**src/rtl/snoop_responder_pkg.sv**
```systemverilog
// rtl/snoop_responder_pkg.sv - shared types, FSM encodings and width helpers for the snoop responder
package snoop_responder_pkg;

    typedef enum logic [1:0] {MESI_I = 2'd0, MESI_S = 2'd1, MESI_E = 2'd2, MESI_M = 2'd3} mesi_t;
    typedef enum logic [1:0] {OP_READ = 2'd0, OP_WRITE = 2'd1, OP_INVALIDATE = 2'd2, OP_RWIM = 2'd3} bus_op_t;
    typedef enum logic [1:0] {NOHIT = 2'd0, HIT = 2'd1, HITM = 2'd2} snoop_result_t;
    typedef enum logic [1:0] {GETLINE = 2'd0, INVALIDATELINE = 2'd1} l2_l1_t;

    localparam logic [2:0] ST_IDLE      = 3'd0;
    localparam logic [2:0] ST_LOOKUP    = 3'd1;
    localparam logic [2:0] ST_RESULT    = 3'd2;
    localparam logic [2:0] ST_GETLINE   = 3'd3;
    localparam logic [2:0] ST_WRITEBACK = 3'd4;
    localparam logic [2:0] ST_INVAL     = 3'd5;
    localparam logic [2:0] ST_UPDATE    = 3'd6;

    function automatic int idx_width(input int c_size, input int a_size, input int d_size);
        return c_size - $clog2(a_size) - d_size;
    endfunction

    function automatic int tag_width(input int i_size, input int idx_w, input int d_size);
        return i_size - idx_w - d_size;
    endfunction

endpackage

```
**src/rtl/snoop_responder_next_state.sv**
```systemverilog
// rtl/snoop_responder_next_state.sv - combinational MESI snoop table: op and current state to result, next state, actions
module snoop_next_state
    import snoop_responder_pkg::*;
(
    input  bus_op_t       op_i,
    input  logic          hit_i,
    input  mesi_t         mesi_i,
    output snoop_result_t result_o,
    output mesi_t         next_o,
    output logic          need_get_o,
    output logic          need_inv_o,
    output logic          err_o
);

    logic hit_eff;
    assign hit_eff = hit_i && (mesi_i != MESI_I);

    always_comb begin
        result_o   = NOHIT;
        next_o     = hit_eff ? mesi_i : MESI_I;
        need_get_o = 1'b0;
        need_inv_o = 1'b0;
        err_o      = 1'b0;
        if (hit_eff) begin
            case (op_i)
                OP_READ: begin
                    next_o = MESI_S;
                    if (mesi_i == MESI_M) begin
                        result_o   = HITM;
                        need_get_o = 1'b1;
                    end else begin
                        result_o = HIT;
                    end
                end
                OP_RWIM: begin
                    next_o     = MESI_I;
                    need_inv_o = 1'b1;
                    if (mesi_i == MESI_M) begin
                        result_o   = HITM;
                        need_get_o = 1'b1;
                    end else begin
                        result_o = HIT;
                    end
                end
                OP_INVALIDATE: begin
                    // Another agent cannot invalidate a line we own exclusively.
                    if (mesi_i == MESI_S) begin
                        result_o   = HIT;
                        next_o     = MESI_I;
                        need_inv_o = 1'b1;
                    end else begin
                        err_o = 1'b1;
                    end
                end
                default: err_o = 1'b1;
            endcase
        end
    end

endmodule

```
**src/rtl/snoop_responder.sv**
```systemverilog
// rtl/snoop_responder.sv - MESI snoop responder: lookup, result, L1 fetch/writeback, L1 invalidate, state commit
module snoop_responder
    import snoop_responder_pkg::*;
#(
    parameter int  I_SIZE   = 32,
    parameter int  C_SIZE   = 24,
    parameter int  D_SIZE   = 6,
    parameter int  A_SIZE   = 8,
    parameter int  PROTOCOL = 2,
    localparam int IDX_W    = idx_width(C_SIZE, A_SIZE, D_SIZE),
    localparam int TAG_W    = tag_width(I_SIZE, IDX_W, D_SIZE),
    localparam int WAY_W    = $clog2(A_SIZE)
) (
    input  logic                clk,
    input  logic                reset,
    input  logic                snoop_valid,
    output logic                snoop_ready,
    input  logic [1:0]          snoop_op,
    input  logic [I_SIZE-1:0]   snoop_addr,
    output logic [IDX_W-1:0]    lk_index,
    output logic [TAG_W-1:0]    lk_tag,
    input  logic                lk_hit,
    input  logic [WAY_W-1:0]    lk_way,
    input  logic [PROTOCOL-1:0] lk_mesi,
    output logic                result_valid,
    output logic [1:0]          snoop_result,
    output logic                l2_l1_valid,
    output logic [1:0]          l2_l1,
    input  logic                l2_l1_ack,
    output logic                wb_valid,
    output logic [1:0]          wb_op,
    output logic [I_SIZE-1:0]   wb_addr,
    input  logic                wb_ack,
    output logic                upd_valid,
    output logic [IDX_W-1:0]    upd_index,
    output logic [WAY_W-1:0]    upd_way,
    output logic [PROTOCOL-1:0] upd_mesi,
    output logic                protocol_err
);

    logic [2:0]             state_q, state_d;
    bus_op_t                op_q;
    logic [I_SIZE-1:D_SIZE] line_q;
    logic [WAY_W-1:0]       way_q;
    mesi_t                  cur_q, next_q;
    snoop_result_t          result_q;
    logic                   get_q, inv_q, err_q;

    snoop_result_t          tbl_result;
    mesi_t                  tbl_next;
    mesi_t                  lk_cur;
    logic                   tbl_get, tbl_inv, tbl_err;
    logic                   change;

    // Line offset bits are irrelevant to a snoop.
    logic unused_offset;
    assign unused_offset = ^snoop_addr[D_SIZE-1:0];

    assign lk_cur = lk_hit ? mesi_t'(lk_mesi) : MESI_I;
    assign change = (next_q != cur_q);

    snoop_next_state u_table (
        .op_i       (op_q),
        .hit_i      (lk_hit),
        .mesi_i     (lk_cur),
        .result_o   (tbl_result),
        .next_o     (tbl_next),
        .need_get_o (tbl_get),
        .need_inv_o (tbl_inv),
        .err_o      (tbl_err)
    );

    always_comb begin
        state_d = state_q;
        case (state_q)
            ST_IDLE:      if (snoop_valid) state_d = ST_LOOKUP;
            ST_LOOKUP:    state_d = ST_RESULT;
            ST_RESULT: begin
                if (get_q)       state_d = ST_GETLINE;
                else if (inv_q)  state_d = ST_INVAL;
                else if (change) state_d = ST_UPDATE;
                else             state_d = ST_IDLE;
            end
            ST_GETLINE:   if (l2_l1_ack) state_d = ST_WRITEBACK;
            ST_WRITEBACK: begin
                if (wb_ack) begin
                    if (inv_q)       state_d = ST_INVAL;
                    else if (change) state_d = ST_UPDATE;
                    else             state_d = ST_IDLE;
                end
            end
            ST_INVAL:     if (l2_l1_ack) state_d = change ? ST_UPDATE : ST_IDLE;
            default:      state_d = ST_IDLE;
        endcase
    end

    always_ff @(posedge clk) begin
        if (reset) begin
            state_q  <= ST_IDLE;
            op_q     <= OP_READ;
            line_q   <= '0;
            way_q    <= '0;
            cur_q    <= MESI_I;
            next_q   <= MESI_I;
            result_q <= NOHIT;
            get_q    <= 1'b0;
            inv_q    <= 1'b0;
            err_q    <= 1'b0;
        end else begin
            state_q <= state_d;
            if (state_q == ST_IDLE && snoop_valid) begin
                op_q   <= bus_op_t'(snoop_op);
                line_q <= snoop_addr[I_SIZE-1:D_SIZE];
            end
            if (state_q == ST_LOOKUP) begin
                way_q    <= lk_way;
                cur_q    <= lk_cur;
                next_q   <= tbl_next;
                result_q <= tbl_result;
                get_q    <= tbl_get;
                inv_q    <= tbl_inv;
                err_q    <= tbl_err;
            end
        end
    end

    assign snoop_ready  = (state_q == ST_IDLE) && !reset;
    assign lk_index     = line_q[D_SIZE +: IDX_W];
    assign lk_tag       = line_q[D_SIZE+IDX_W +: TAG_W];
    assign result_valid = (state_q == ST_RESULT);
    assign snoop_result = result_q;
    assign protocol_err = (state_q == ST_RESULT) && err_q;
    assign l2_l1_valid  = (state_q == ST_GETLINE) || (state_q == ST_INVAL);
    assign l2_l1        = (state_q == ST_INVAL) ? INVALIDATELINE : GETLINE;
    assign wb_valid     = (state_q == ST_WRITEBACK);
    assign wb_op        = wb_valid ? OP_WRITE : OP_READ;
    assign wb_addr      = wb_valid ? {line_q, {D_SIZE{1'b0}}} : '0;
    assign upd_valid    = (state_q == ST_UPDATE);
    assign upd_index    = lk_index;
    assign upd_way      = way_q;
    assign upd_mesi     = next_q;

endmodule

```
**config.mk**
```make
export PLATFORM = sky130hd
export DESIGN_NAME = snoop_responder
export DESIGN_NICKNAME = d
export VERILOG_FILES = /design/src/rtl/snoop_responder_pkg.sv /design/src/rtl/snoop_responder_next_state.sv /design/src/rtl/snoop_responder.sv
export SDC_FILE = /design/constraint.sdc
export NUM_CORES = 1
export LEC_CHECK = 0
export CAP_MARGIN = 0
export CORE_ASPECT_RATIO = 1.25
export CORE_MARGIN = 4
export CORE_UTILIZATION = 45
export CTS_BUF_LIST = sky130_fd_sc_hd__clkbuf_16
export CTS_CLUSTER_SIZE = 12
export DETAILED_ROUTE_END_ITERATION = 8
export DONT_BUFFER_PORTS = 1
export GPL_ROUTABILITY_DRIVEN = 0
export SYNTH_ARGS = -nofsm -noshare
export SYNTH_HDL_FRONTEND = slang
export SYNTH_SLANG_ARGS = --single-unit
```
**constraint.sdc**
```tcl
create_clock -name clk -period 4.1 [get_ports clk]
set_input_delay 0.615 -clock clk [delete_from_list [all_inputs] [get_ports clk]]
set_output_delay 0.615 -clock clk [all_outputs]
set_load 0.01 [all_outputs]
```
# == Word-level counts from Yosys, hierarchy flattened ==
# Index checks and enable logic that the tools add are counted.
# classes
n_mux,29
n_eq_ne,15
reduce_logical,11
# ops
operator,n
32-bit two-way mux,1
3-bit two-way mux,7
3-bit case mux with 6 select lines,1
2-bit two-way mux,6
1-bit two-way mux,10
3-bit equality test (second input constant),3
2-bit equality test (second input constant),3
3-bit by 2-bit equality test with 1-bit output (second input constant),2
2-bit != test (second input constant),3
2-bit case mux with 3 select lines,1
1-bit logical AND,4
1-bit case mux with 2 select lines,2
2-bit case mux with 2 select lines,1
4-bit AND reduction,1
3-bit by 1-bit equality test with 1-bit output (second input constant),1
3-bit logical NOT,1
2-bit by 1-bit equality test with 1-bit output (second input constant),1
2-bit logical NOT,1
2-bit by 1-bit != test with 1-bit output (second input constant),1
2-bit != test,1
2-bit nonzero test,1
2-bit OR reduction,1
1-bit logical NOT,1
1-bit logical OR,1
# word_totals
wordCells,65
ff_bits,43
output_inout_bits,90

# == Logic depth before layout (Yosys ltp) ==
# depth
word_depth,7
depth_mapped,7
ltp_nobuf,6

# == Hierarchy ==
# Synthesis repeated with hierarchy kept, for this count alone.
# hier_totals
cells_unflattened,306
area_unflattened_um2,2294.7
# modules_own_cells
module,seq_area_each_um2,instances,cells_per_inst,area_per_inst_um2
snoop_responder,860.8,1,280,2110.8
snoop_next_state,0.0,1,26,183.9

# == Least setup slack after synthesis ==
# OpenSTA, ideal clock, no wires.
# synth_timing
path_type,reg2out
start,register state_q[2]
end,output port wb_addr[22]
path_slack_ns,2.151
arrival_ns,1.334
path_buffers,2
required_ns,3.485
stages_incl_launch_ff,6
path_cell_list,dfxtp_1 -> buf_2 -> nand2b_1 -> nor2_1 -> clkbuf_1 -> and2_1
# synth_via
elab_chain_cells,2
# synth_lines
element,line_no,source
from (decl),snoop_responder.sv:41,"logic [2:0] state_q, state_d;"
from (signal assigned),snoop_responder.sv:110,state_q <= state_d;
3-bit equality test,snoop_responder.sv:135,assign wb_valid = (state_q == ST_WRITEBACK);
via wb_valid,snoop_responder.sv:30,"output logic wb_valid,"
32-bit two-way mux,snoop_responder.sv:137,"assign wb_addr = wb_valid ? {line_q, {D_SIZE{1'b0}}} : '0;"
to (decl),snoop_responder.sv:32,"output logic [I_SIZE-1:0] wb_addr,"
# The timed path passes the listed nets, and every way through them passes these cells.

# == Worst setup path in the final report ==
# layout_timing
start,register state_q[2]
end,output port wb_addr[26]
# Same word-level chain as after synthesis.

==> impl_metrics.toml <==
[outcome]
status = "complete, no violations"

[final_layout]
nets = 317
syn2layout_area_growth_pct = 0.450
drive_gt1_share_pct = 3.72
antennaDiodeCount = 0
num-fill-cells = 510

[floorplan]
dieArea_sq_mm = 0.00613
start_util_pct = 46.6
die_x_microns = 70.9
ioPinCount = 135
fp.dieH_microns = 86.6
rows = 28
core_area_sq_mm = 0.00476

[clocking]
postCtsSetupRepairBufs = 0
holdBufCountCts = 0
clock_tree.root_cell = "clkbuf_16"
cts_buffers = 5
cts_resized = 0
clkSlewWorstSetupHoldPaths_ns = 0.06
cts_tree = "done"
cts.sinks = 43
clockBufferDepth = 2
htreeDepth = 2
clkLatencyLatePin_ns = 0.28

[critical_path]
critical_path_class = "reg -> out"
worst-path-stages = 3
crit_buf_inv = 0
reg2reg_depth = 4
cp_cell_sequence = "nand2b_1, nor2_2, and2_1"
worstPathMaxFanout = 28
cp-start-kind = "flop"
worst_setup_path_end_kind = "output port"
slowest_stage = "nor2_2"
critical-path-top-delay-family = "simple AND/OR/NAND/NOR gates"
critical_path_required_ns = 3.48
slowest_delay_ns = 0.77
worstPathArrival_ns = 2.26

[logic_synthesis]
synthFlopType = "dfxtp_1"
ys_warn_count = 0
ys_seq_area_share_pct = 38.7
synth_common_cells = "nand2_1, a21oi_1, dfxtp_1, and2_1, buf_4"
synth_cell_types = 39
synth_edf_count = 0
postSynthAreaPerCell_sq_um = 7.48
synthCells = 297
synth-seq-cells = 43
yosys.area.top_type = "dfxtp_1"
synth.area.top_cells = "dfxtp_1, nand2_1, a21oi_1"
synth_top_area_share_pct = 38.7
synth_most_common_cell = "nand2_1"
ys_async_sr_fraction_pct = 0
syn_area_sq_mm = 0.00222

[detailed_routing]
vias = 1764
routed_wl_microns = 5030
first_iter_violations = 88
remaining_drc_errors = 0
vias_per_cell = 5.36
detail-route-antenna-nets = 0
avgRoutedWirePerCell_microns = 15.3
first_pass_iters = 4

[pwr]
ir_worst_vdd_uv = 195
finalPower_w = 0.00115
power.density_mw_per_mm2 = 514
p_leak_nw = 0.828

[sta]
setup_tns_ns = 0
rsz0062_at_grt = "false"
skew_ns = 0.00641
tightest_slew_ns = 1.01
maxSlewHeadroom_pct = 32.4
maxSlewViolCount = 0
fmax_mhz = 348
finalHoldViolCount = 0
fin_crit_ns = 2.87
setup_viol = 0
fin_crit_sh_pct = 70.1

[global_route]
antenna_found_initial = 0
grt_pass1_vias = 1743
grt_overflow = 0
grt.total_usage_pct = 15.7
grt_pass1_wl_microns = 7820
grt_max_degree = 45

[hold_path]
hp-class = "in -> reg"
whs_path_depth = 1

[placed_design]
numPortBuffers = 0
dp_hpwl_microns = 3510

[flow_run]
maxCapViolCount = 0
-- through the flow --
stage / setup WS [ns] / std cells / cell area, sq um / util (%) / hold slack (ns)
floorplan: 2.15 / 304 / 2250 / - / 0.427
global placement: 1.57 / 321 / 2070 / 43.4 / 0.434
detailed placement: 1.50 / 321 / 2070 / 43.4 / 0.438
CTS: 1.20 / 329 / 2230 / 46.8 / 0.390
global route: 1.00 / 329 / 2230 / 46.8 / 0.394
finish: 1.23 / 329 / 2230 / 46.8 / 0.401
-- sequential cells by signal, summed over array words and instances, names as in the netlist --
name / cells
line_q: 26
err_q: 1
inv_q: 1
upd_way: 3
get_q: 1
op_q: 2
cur_q: 2
upd_mesi: 2
snoop_result: 2
state_q: 3
-- metal layers --
layer | part of all wire [%] | track usage, % | vias up | wire length (microns)
met3 | 7.2 | 4.06 | 2 | 360
li1 | - | - | 885 | -
met2 | 52 | 28.3 | 64 | 2600
met1 | 40 | 17.6 | 813 | 2030
met4 | 0.58 | 5.81 | 0 | 29
met5 | 0 | 0 | - | 0
-- cells by family after synthesis --
kind of cell	count (synthesis)	share of synthesized area, %
AO/OA/AOI/OAI	65	16.5
other	1	0.169
buffers and inverters	51	13.0
AND/OR/NAND/NOR	130	28.2
adder cells (fa/ha/maj)	4	2.25
XOR/XNOR	3	1.18
flip-flops	43	38.7
-- final timing paths --
check	start	end	slack (ns)
worst min register to register	err_q$_SDFFE_PP0N_	err_q$_SDFFE_PP0N_	0.45
worst max register to register	state_q[2]$_SDFFE_PP0P_	line_q[31]$_SDFFE_PP0P_	2.15
worst min-delay path	reset	line_q[13]$_SDFFE_PP0P_	0.40
worst max-delay path	state_q[2]$_SDFFE_PP0P_	wb_addr[26]	1.23
-- placed cells by master (no fill, tap or decap), drive strengths merged, types with 2 or more instances in the layout --
master / n
nand2b: 3
a2bb2oi: 2
o2111ai: 2
o221ai: 2
nor3: 3
nor2: 8
inv: 8
clkbuf: 5
xnor2: 3
a21boi: 2
nand2: 71
nor4: 3
dfxtp: 43
a21oi: 46
and2: 28
nand3: 3
clkinv: 2
o21ai: 6
ha: 4
conb: 8
-- power breakdown --
group          internal (W)  leakage [nW]  total (W)  switching, W
Combinational     0.0000633         0.395   0.000177      0.000114
Clock              0.000284        0.0812   0.000436      0.000152
Sequential         0.000460         0.352   0.000534     0.0000744
-- layout make-up --
type                    count  area [sq um]  share of cell area [%]
multi-input cells         210          1100                    49.4
clock inverters             3          38.8                    1.74
flip-flops and latches     43           861                    38.6
clock buffers               5           125                    5.61
well taps                  60          75.1                    3.36
inverters                   8          30.0                    1.35
No activity file was read; power rests on OpenSTA's default activity.
